`config.mk`:
```
export PLATFORM = sky130hd
export DESIGN_NAME = apb_regbus_master_flat
export DESIGN_NICKNAME = d
export VERILOG_FILES = /design/src/rtl/regbus_pkg.sv /design/src/rtl/apb_regbus_master_if.sv /design/src/rtl/regbus_rd_timer.sv /design/src/rtl/apb_regbus_master.sv /design/src/flat_wrapper.sv
export SDC_FILE = /design/constraint.sdc
export NUM_CORES = 1
export LEC_CHECK = 0
export ABC_AREA = 1
export CORE_ASPECT_RATIO = 1.1
export CORE_UTILIZATION = 30
export CTS_CLUSTER_SIZE = 12
export DETAILED_ROUTE_END_ITERATION = 12
export DONT_BUFFER_PORTS = 1
export GPL_TIMING_DRIVEN = 0
export PLACE_DENSITY = 0.46
export SLEW_MARGIN = 0
export SYNTH_ARGS = -nofsm -noshare
export SYNTH_HDL_FRONTEND = slang
export SYNTH_SLANG_ARGS = --single-unit
```
`constraint.sdc`:
```
create_clock -name clk -period 3.8 [get_ports clk]
set_input_delay 0.38 -clock clk [delete_from_list [all_inputs] [get_ports clk]]
set_output_delay 0.38 -clock clk [all_outputs]
set_load 0.05 [all_outputs]
```
`src/rtl/regbus_pkg.sv`:
```
// Shared types and defaults for the APB-to-regbus bridge.
// Bus widths, the bridge FSM state type and the alignment helper live here.
package regbus_pkg;

  localparam int DATA_W = 32;
  localparam int BE_W = 4;
  localparam int DEFAULT_ADDR_W = 16;
  localparam int DEFAULT_TIMEOUT_CYC = 15;
  localparam logic [DATA_W-1:0] DEFAULT_ERR_DATA = 32'hDEAD_BEEF;

  typedef enum logic [1:0] {
    IDLE,
    WR,
    RD_WAIT,
    RESP
  } state_e;

  // Regbus is word-addressed underneath, so any non-zero byte offset is rejected.
  function automatic logic is_misaligned(input logic [1:0] addr_lsb);
    return addr_lsb != 2'b00;
  endfunction

endpackage

```
`src/rtl/apb_regbus_master_if.sv`:
```
// APB3 completer signals plus the regfile bus, bundled into one interface.
// The master modport is the bridge's view; slave is the SoC fabric plus regfile side.
interface apb_regbus_master_if
  import regbus_pkg::*;
#(
  parameter int ADDR_W = DEFAULT_ADDR_W
);

  logic              psel;
  logic              penable;
  logic              pwrite;
  logic [ADDR_W-1:0] paddr;
  logic [DATA_W-1:0] pwdata;
  logic [BE_W-1:0]   pstrb;
  logic [DATA_W-1:0] prdata;
  logic              pready;
  logic              pslverr;

  logic              wr_en;
  logic [BE_W-1:0]   be;
  logic [ADDR_W-1:0] wr_addr;
  logic [DATA_W-1:0] wdata;
  logic              rd_en;
  logic [ADDR_W-1:0] rd_addr;
  logic [DATA_W-1:0] rdata;
  logic              rd_rdy;

  modport master (
    input  psel, penable, pwrite, paddr, pwdata, pstrb, rdata, rd_rdy,
    output prdata, pready, pslverr, wr_en, be, wr_addr, wdata, rd_en, rd_addr
  );

  modport slave (
    output psel, penable, pwrite, paddr, pwdata, pstrb, rdata, rd_rdy,
    input  prdata, pready, pslverr, wr_en, be, wr_addr, wdata, rd_en, rd_addr
  );

endinterface

```
`src/rtl/regbus_rd_timer.sv`:
```
// Read-response watchdog: cleared on load, counts while enabled.
// expired marks the last waiting cycle, so a registered error lands TIMEOUT_CYC cycles after rd_en.
module regbus_rd_timer #(
  parameter int TIMEOUT_CYC = 15
) (
  input  logic clk,
  input  logic rst,
  input  logic load,
  input  logic en,
  output logic expired
);

  localparam int CNT_W = $clog2(TIMEOUT_CYC + 1);
  localparam logic [CNT_W-1:0] LAST = CNT_W'(TIMEOUT_CYC - 1);

  logic [CNT_W-1:0] count_q;
  logic [CNT_W-1:0] count_d;

  always_comb begin
    count_d = count_q;
    if (load) begin
      count_d = '0;
    end else if (en && (count_q != LAST)) begin
      count_d = count_q + 1'b1;
    end
  end

  always_ff @(posedge clk or posedge rst) begin
    if (rst) begin
      count_q <= '0;
    end else begin
      count_q <= count_d;
    end
  end

  assign expired = (count_q == LAST);

endmodule

```
`src/rtl/apb_regbus_master.sv`:
```
// APB3 completer that turns each access into one regbus write pulse or one read request.
// Reads are guarded by a timeout; misaligned accesses and timeouts answer with pslverr.
module apb_regbus_master
  import regbus_pkg::*;
#(
  parameter int                ADDR_W      = DEFAULT_ADDR_W,
  parameter int                TIMEOUT_CYC = DEFAULT_TIMEOUT_CYC,
  parameter logic [DATA_W-1:0] ERR_DATA    = DEFAULT_ERR_DATA
) (
  input  logic                clk,
  input  logic                rst,
  apb_regbus_master_if.master bus,
  output logic [7:0]          err_cnt
);

  state_e            state_q, state_d;
  logic              pready_q, pready_d;
  logic              pslverr_q, pslverr_d;
  logic [DATA_W-1:0] prdata_q, prdata_d;
  logic              wr_en_q, wr_en_d;
  logic [BE_W-1:0]   be_q, be_d;
  logic [ADDR_W-1:0] wr_addr_q, wr_addr_d;
  logic [DATA_W-1:0] wdata_q, wdata_d;
  logic              rd_en_q, rd_en_d;
  logic [ADDR_W-1:0] rd_addr_q, rd_addr_d;
  logic [7:0]        err_cnt_q, err_cnt_d;

  logic tmr_load;
  logic tmr_en;
  logic tmr_expired;
  logic err_hit;

  regbus_rd_timer #(
    .TIMEOUT_CYC (TIMEOUT_CYC)
  ) u_rd_timer (
    .clk     (clk),
    .rst     (rst),
    .load    (tmr_load),
    .en      (tmr_en),
    .expired (tmr_expired)
  );

  always_comb begin
    state_d   = state_q;
    pready_d  = 1'b0;
    pslverr_d = 1'b0;
    prdata_d  = prdata_q;
    wr_en_d   = 1'b0;
    be_d      = be_q;
    wr_addr_d = wr_addr_q;
    wdata_d   = wdata_q;
    rd_en_d   = 1'b0;
    rd_addr_d = rd_addr_q;
    err_cnt_d = err_cnt_q;
    tmr_load  = 1'b0;
    tmr_en    = 1'b0;
    err_hit   = 1'b0;

    // Only penable launches, so the setup phase right after RESP never re-triggers.
    unique case (state_q)
      IDLE: begin
        if (bus.psel && bus.penable) begin
          if (is_misaligned(bus.paddr[1:0])) begin
            pready_d  = 1'b1;
            pslverr_d = 1'b1;
            prdata_d  = ERR_DATA;
            err_hit   = 1'b1;
            state_d   = RESP;
          end else if (bus.pwrite) begin
            wr_en_d   = 1'b1;
            wr_addr_d = bus.paddr;
            wdata_d   = bus.pwdata;
            be_d      = bus.pstrb;
            state_d   = WR;
          end else begin
            rd_en_d   = 1'b1;
            rd_addr_d = bus.paddr;
            tmr_load  = 1'b1;
            state_d   = RD_WAIT;
          end
        end
      end
      WR: begin
        pready_d = 1'b1;
        state_d  = RESP;
      end
      RD_WAIT: begin
        tmr_en = 1'b1;
        // A response in the expiry cycle still wins over the timeout.
        if (bus.rd_rdy) begin
          prdata_d = bus.rdata;
          pready_d = 1'b1;
          state_d  = RESP;
        end else if (tmr_expired) begin
          prdata_d  = ERR_DATA;
          pready_d  = 1'b1;
          pslverr_d = 1'b1;
          err_hit   = 1'b1;
          state_d   = RESP;
        end
      end
      RESP: begin
        state_d = IDLE;
      end
      default: begin
        state_d = IDLE;
      end
    endcase

    if (err_hit && (err_cnt_q != 8'hFF)) begin
      err_cnt_d = err_cnt_q + 8'd1;
    end
  end

  always_ff @(posedge clk or posedge rst) begin
    if (rst) begin
      state_q   <= IDLE;
      pready_q  <= 1'b0;
      pslverr_q <= 1'b0;
      prdata_q  <= '0;
      wr_en_q   <= 1'b0;
      be_q      <= '0;
      wr_addr_q <= '0;
      wdata_q   <= '0;
      rd_en_q   <= 1'b0;
      rd_addr_q <= '0;
      err_cnt_q <= '0;
    end else begin
      state_q   <= state_d;
      pready_q  <= pready_d;
      pslverr_q <= pslverr_d;
      prdata_q  <= prdata_d;
      wr_en_q   <= wr_en_d;
      be_q      <= be_d;
      wr_addr_q <= wr_addr_d;
      wdata_q   <= wdata_d;
      rd_en_q   <= rd_en_d;
      rd_addr_q <= rd_addr_d;
      err_cnt_q <= err_cnt_d;
    end
  end

  assign bus.pready  = pready_q;
  assign bus.pslverr = pslverr_q;
  assign bus.prdata  = prdata_q;
  assign bus.wr_en   = wr_en_q;
  assign bus.be      = be_q;
  assign bus.wr_addr = wr_addr_q;
  assign bus.wdata   = wdata_q;
  assign bus.rd_en   = rd_en_q;
  assign bus.rd_addr = rd_addr_q;
  assign err_cnt     = err_cnt_q;

endmodule

```
`src/flat_wrapper.sv`:
```
// flat-port wrapper written by rule: the top's interface ports become plain ports
module apb_regbus_master_flat import regbus_pkg::*;
#(
  parameter int                ADDR_W      = DEFAULT_ADDR_W,
  parameter int                TIMEOUT_CYC = DEFAULT_TIMEOUT_CYC,
  parameter logic [DATA_W-1:0] ERR_DATA    = DEFAULT_ERR_DATA
)
  (clk, rst, err_cnt, bus_psel, bus_penable, bus_pwrite, bus_paddr, bus_pwdata, bus_pstrb, bus_rdata, bus_rd_rdy, bus_prdata, bus_pready, bus_pslverr, bus_wr_en, bus_be, bus_wr_addr, bus_wdata, bus_rd_en, bus_rd_addr);
  apb_regbus_master_if #(.ADDR_W(ADDR_W)) bus_i ();
  input  logic clk;
  input  logic rst;
  output logic [7:0] err_cnt;
  input wire logic [$bits(bus_i.psel)-1:0] bus_psel;
  input wire logic [$bits(bus_i.penable)-1:0] bus_penable;
  input wire logic [$bits(bus_i.pwrite)-1:0] bus_pwrite;
  input wire logic [$bits(bus_i.paddr)-1:0] bus_paddr;
  input wire logic [$bits(bus_i.pwdata)-1:0] bus_pwdata;
  input wire logic [$bits(bus_i.pstrb)-1:0] bus_pstrb;
  input wire logic [$bits(bus_i.rdata)-1:0] bus_rdata;
  input wire logic [$bits(bus_i.rd_rdy)-1:0] bus_rd_rdy;
  output wire logic [$bits(bus_i.prdata)-1:0] bus_prdata;
  output wire logic [$bits(bus_i.pready)-1:0] bus_pready;
  output wire logic [$bits(bus_i.pslverr)-1:0] bus_pslverr;
  output wire logic [$bits(bus_i.wr_en)-1:0] bus_wr_en;
  output wire logic [$bits(bus_i.be)-1:0] bus_be;
  output wire logic [$bits(bus_i.wr_addr)-1:0] bus_wr_addr;
  output wire logic [$bits(bus_i.wdata)-1:0] bus_wdata;
  output wire logic [$bits(bus_i.rd_en)-1:0] bus_rd_en;
  output wire logic [$bits(bus_i.rd_addr)-1:0] bus_rd_addr;
  assign bus_i.psel = bus_psel;
  assign bus_i.penable = bus_penable;
  assign bus_i.pwrite = bus_pwrite;
  assign bus_i.paddr = bus_paddr;
  assign bus_i.pwdata = bus_pwdata;
  assign bus_i.pstrb = bus_pstrb;
  assign bus_i.rdata = bus_rdata;
  assign bus_i.rd_rdy = bus_rd_rdy;
  assign bus_prdata = bus_i.prdata;
  assign bus_pready = bus_i.pready;
  assign bus_pslverr = bus_i.pslverr;
  assign bus_wr_en = bus_i.wr_en;
  assign bus_be = bus_i.be;
  assign bus_wr_addr = bus_i.wr_addr;
  assign bus_wdata = bus_i.wdata;
  assign bus_rd_en = bus_i.rd_en;
  assign bus_rd_addr = bus_i.rd_addr;
  apb_regbus_master #(.ADDR_W(ADDR_W), .TIMEOUT_CYC(TIMEOUT_CYC), .ERR_DATA(ERR_DATA)) u_core (.clk(clk), .rst(rst), .bus(bus_i), .err_cnt(err_cnt));
endmodule
```
# Word-level counts from Yosys, hierarchy flattened
# Cells that the tools add are included.
dict set report word_totals {
  ff_bits 118
  output_inout_bits 112
  elab_cells 65
}
dict set report classes {
  addsub 2
  n_eq_ne 9
  muxes 29
  bitwise 2
  reduce_logical 11
}
# cell count
set op_table {}
lappend op_table {{32-bit two-way mux} 4}
lappend op_table {{32-bit case mux with 2 select lines} 1}
lappend op_table {{1-bit two-way mux} 14}
lappend op_table {{4-bit AND reduction} 3}
lappend op_table {{2-bit two-way mux} 5}
lappend op_table {{8-bit by 1-bit adder with 8-bit output, second input constant} 1}
lappend op_table {{4-bit two-way mux} 2}
lappend op_table {{8-bit inequality test, second input constant} 1}
lappend op_table {{2-bit case mux with 4 select lines} 1}
lappend op_table {{2-bit nonzero test} 3}
lappend op_table {{4-bit by 1-bit adder with 4-bit output, second input constant} 1}
lappend op_table {{2-bit equality test, second input constant} 2}
lappend op_table {{4-bit equality test, second input constant} 1}
lappend op_table {{2-bit by 1-bit inequality test with 1-bit output, second input constant} 2}
lappend op_table {{4-bit inequality test, second input constant} 1}
lappend op_table {{1-bit logical AND} 3}
lappend op_table {{3-bit by 2-bit inequality test with 1-bit output, second input constant} 1}
lappend op_table {{1-bit case mux with 3 select lines} 1}
lappend op_table {{2-bit by 1-bit equality test with 1-bit output, second input constant} 1}
lappend op_table {{2-bit zero test} 1}
lappend op_table {{1-bit inverter} 2}
lappend op_table {{1-bit case mux with 2 select lines} 1}
lappend op_table {{2-bit AND reduction} 1}

# Longest topological paths before layout
dict set report depth {
  ltp_word 5
  ltp_mapped 10
  mapped_depth_nobuf 9
}

# Hierarchy
# From an unflattened synthesis, not the netlist that was laid out.
dict set report hier_totals {
  hier_cells 567
  hier_area_um2 4991.0
}
# module n_inst cells_each area_per_inst_um2 seq_area_each_um2
set modules_own_cells {}
lappend modules_own_cells {apb_regbus_master 1 534 4738.3 2852.7}
lappend modules_own_cells {regbus_rd_timer 1 33 252.7 100.1}

# Least setup slack after synthesis
# Ideal clock, no wire load.
dict set report synth_path {
  path_type {flip-flop to flip-flop}
  from {register u_core.err_cnt_q[0], in the netlist u_core.err_cnt[0]}
  to {register u_core.err_cnt_q[5], in the netlist u_core.err_cnt[5]}
  setup_time_ps 66
  t_arrival_ps 1542
  t_required_ps 3734
  setup_slack_ps 2192
  path_stages_with_launch 8
  period_less_slack_ps 1608
  cell_sequence {dfrtp_1 > ha_1 > nand3_1 > inv_1 > nand2_1 > nand2_2 > nand2_1 > nand2_1}
}
dict set report synth_via {
  elab_chain_cells 2
  word_cells_on_any_way 3
  cone_classes {add/sub: 1; eq/ne: 1; reduce/logical: 1}
}
# element line_no
set synth_lines {}
lappend synth_lines {{start, declared} apb_regbus_master.sv:26} ;# logic [7:0] err_cnt_q, err_cnt_d;
lappend synth_lines {{start signal, assigned} apb_regbus_master.sv:139} ;# err_cnt_q <= err_cnt_d;
lappend synth_lines {{parallel branches: the longest is 2 deep, another holds 8-bit by 1-bit adder with 8-bit output} n/a}
# Several ways; the timed one is not identified.
# A chain may end at the register's enable or synchronous reset.

# Worst setup path after layout
dict set report layout_path {
  from {register u_core.state_q[0]}
  to {register u_core.wr_addr_q[13], in the netlist u_core.bus.wr_addr[13]}
}
dict set report layout_via {
  elab_chain_cells 2
}
# element line_no
set layout_lines {}
lappend layout_lines {{start, declared} apb_regbus_master.sv:16} ;# state_e state_q, state_d;
lappend layout_lines {{start signal, assigned} apb_regbus_master.sv:129} ;# state_q <= state_d;
lappend layout_lines {{2-bit zero test} apb_regbus_master.sv:60} ;# unique case (state_q)
lappend layout_lines {{4-bit AND reduction (no line)} n/a}
lappend layout_lines {{end signal, assigned} apb_regbus_master.sv:135} ;# wr_addr_q <= wr_addr_d;
lappend layout_lines {{end, declared} apb_regbus_master.sv:22} ;# logic [ADDR_W-1:0] wr_addr_q, wr_addr_d;
# Every way passes these cells.

==> results.ini <==
[cts]
cts_buffers=17
cts.clk_slew.worst_paths_ps=60
cts_tree=yes
postCtsSetupRepairBufs=0
clkSinkCount=118
clk_latency_ps=420
cts-resized-gates=0
clk_root_buffer_cell=clkbuf_16
htree_num_levels=4
clock_path_buffers=2
hold_buffers=1

[layout]
layout_common_cells=nand2_1 (209), dfrtp_1 (118), o21ai_0 (56)
fin_nets=693
utilization_pct=36.10
syn2layout_area_growth_pct=18.03
layout_commonest_cell=nand2_1
drive_gt1_share_pct=18.59
antenna_cells=0

[setup_path]
rrSetupSlack_ps=1910
critPathMaxFanout=10
cp_slowest_cell=dfrtp_1
max_stage_delay_ps=410
r2r.worst_path.cells=7
cp_data_arrival_time_ps=2230
cp-end-kind=register
criticalPathCategory=register to register
worstSetupStartpointType=register
critPathRequiredTime_ps=4140
crit_chain=inv_1 -> ha_1 -> nand3_2 -> nor2_4 -> buf_6 -> nand2_1 -> nand2_1
cpMostUsedCell=nand2_1
r2r-start=u_core.state_q[0]$_DFFE_PP0P_
r2r_end=u_core.bus.wr_addr[13]$_DFFE_PP0P_

[detailed_routing]
avgRoutedWirePerCell_um=15.71
ant_nets=0
wl_met3_um=1363
viasPerCell=4.551
routed-wl-met2_um=6101
wirelength_met1_um=5638
vias=3832
drt-pass1-iter-count=4
drcViolationCount=0
top_layer=met4
drtIter0Drc=138
wl_um=13230

[flow_run]
drv_cap=0

[synthesis]
synth_area_um2=5205
synth_top_family_by_area=simple AND/OR/NAND/NOR gates
ys_seq_area_share_pct=56.73
synth_area_leaders=dfrtp_1 (57%), nand2_1 (15%), o21ai_0 (5.4%)
synth.ff_latch_count=118
synth_nets=672
synth_largest_area_cell=dfrtp_1
synth_xor_area_share_pct=0.1683
synth-simple-area-share_pct=24.64
synth_fa_ha_area_share_pct=1.683
synth_cell_type_count=21
synth_mux_area_share_pct=0
synth-compound-area-share_pct=11.25
synthesis.instances=575
synth_warnings=0
synth_top_cell_area_share_pct=56.73
syn_avg_cell_area_um2=9.052

[timing]
setup-tns-final_ps=0
hold_viol=0
rsz0062_at_grt=no
relSlewSlack_pct=58.54
hold_ws_ps=72.64
slew_viol_final=0
clock_skew_ps=18.63
period_share_pct=49.73
setup_slack_ps=1910
setup_viol=0
fin_crit_ps=1890
fmax_ghz=0.5291
tightestPinTransition_ps=621.8

[run_status]
outcome=complete, no violations

[placement]
preCtsSetupSlack_ps=1833
port_buffers=0
gp_congestion=0.7518
dpl.hpwl_um=9460

[floorplanning]
die_x_um=127.6
start_util_pct=30.59
die-area_um2=17880
rows=50
io-pin-count=202
die_y_um=140.2
core-area_um2=17020

[worst_hold_path]
min_to=u_core.bus.rd_addr[4]$_DFFE_PP0P_
hold-path-cell-count=2
hp-class=input pin to register
hold_start=bus_paddr[4]

[grt]
grt_pass1_wl_um=21550
grt_antenna_before_repair=0
grt_pass1_vias=4147
grt_usage_pct=15.59
grt_max_degree=71
grt-ovfl-total=0

[power_and_ir_drop]
report.power.total_mw=7.025
p_per_area_nw_per_um2=1143
ir_drop_mv=0.4626
p_leak_nw=3.043

cells by family after synthesis:
kind of cell             count (synthesis)
flip-flops                             118
buffers and inverters                   52
AO/OA/AOI/OAI                           93
adder cells (fa/ha/maj)                  7
AND/OR/NAND/NOR                        304
XOR/XNOR                                 1
area by class of cell:
type	count	area (um^2)
fill	1755	10870
sequential	118	2953
multi-input combinational	405	1964
clock buffer	17	425.4
tap	234	292.8
buffer	27	193.9
clock inverter	14	177.7
inverter	25	98.84
timing repair buffer	2	37.54
flip-flops by register name, summed over array words and instances, names as in the netlist:
name	count
u_core.bus.prdata	32
u_core.bus.wr_en	1
u_core.state_q	2
u_core.bus.pslverr	1
u_core.bus.wr_addr	16
u_core.bus.rd_en	1
u_core.bus.rd_addr	16
u_core.u_rd_timer.count_q	4
u_core.bus.wdata	32
u_core.bus.pready	1
u_core.bus.be	4
u_core.err_cnt	8
routing by layer:
layer  global-route usage (%)  up-vias
met3                    7.448        8
li1                         -     1859
met1                    18.30     1814
met2                    24.79      151
met5                        0        -
met4                    5.573        0
worst max path at each step:
| stage | slack [ps] | from | depth (start not counted) | to |
|---|---|---|---|---|
| 5_1_grt | 1730 | u_core.state_q[1]$_DFFE_PP0P_ | 7 | u_core.bus.wr_addr[14]$_DFFE_PP0P_ |
| 2_1_floorplan | 290 | rst | 1 | u_core.bus.be[0]$_DFFE_PP0P_ |
| 3_5_place_dp | 1830 | u_core.state_q[0]$_DFFE_PP0P_ | 7 | u_core.bus.wr_addr[13]$_DFFE_PP0P_ |
| 3_3_place_gp | -1070 | rst | 1 | u_core.bus.wdata[23]$_DFFE_PP0P_ |
| 6_report | 1910 | u_core.state_q[0]$_DFFE_PP0P_ | 7 | u_core.bus.wr_addr[13]$_DFFE_PP0P_ |
| 4_1_cts | 1820 | u_core.state_q[0]$_DFFE_PP0P_ | 7 | u_core.bus.wr_addr[12]$_DFFE_PP0P_ |
synthesized netlist by cell type:
cell / instances
o21ai_2: 32
ha_1: 7
clkbuf_1: 13
nand2_1: 209
buf_6: 12
nand3_4: 1
nand3b_1: 1
dfrtp_1: 118
nand2_4: 1
nand3_2: 1
nor2_1: 44
or2_2: 1
inv_2: 2
nor2_4: 3
buf_2: 2
nand2_2: 25
xor2_1: 1
o21ai_0: 56
inv_1: 23
a21oi_1: 5
nand3_1: 18
report_power, final:
part / switching [mW] / internal (mW)
combinational: 0.762 / 0.502
sequential: 2.33 / 1.79
clock: 0.613 / 1.03
total: 3.70 / 3.32
worst max-delay path, delay by kind of cell (launching register included):
family	cells	cell delay, ps
buf+inv	2	290
flops	1	410
simple gates	4	810
fa+ha+maj	1	300
per-stage QoR:
stage | area (um^2) | std cells
after floorplan | 5205 | 575
after global placement | 5498 | 809
after detailed placement | 5530 | 810
after CTS | 6143 | 842
after global routing | 6143 | 842
final | 6143 | 842
(Power assumes the default switching activity.)
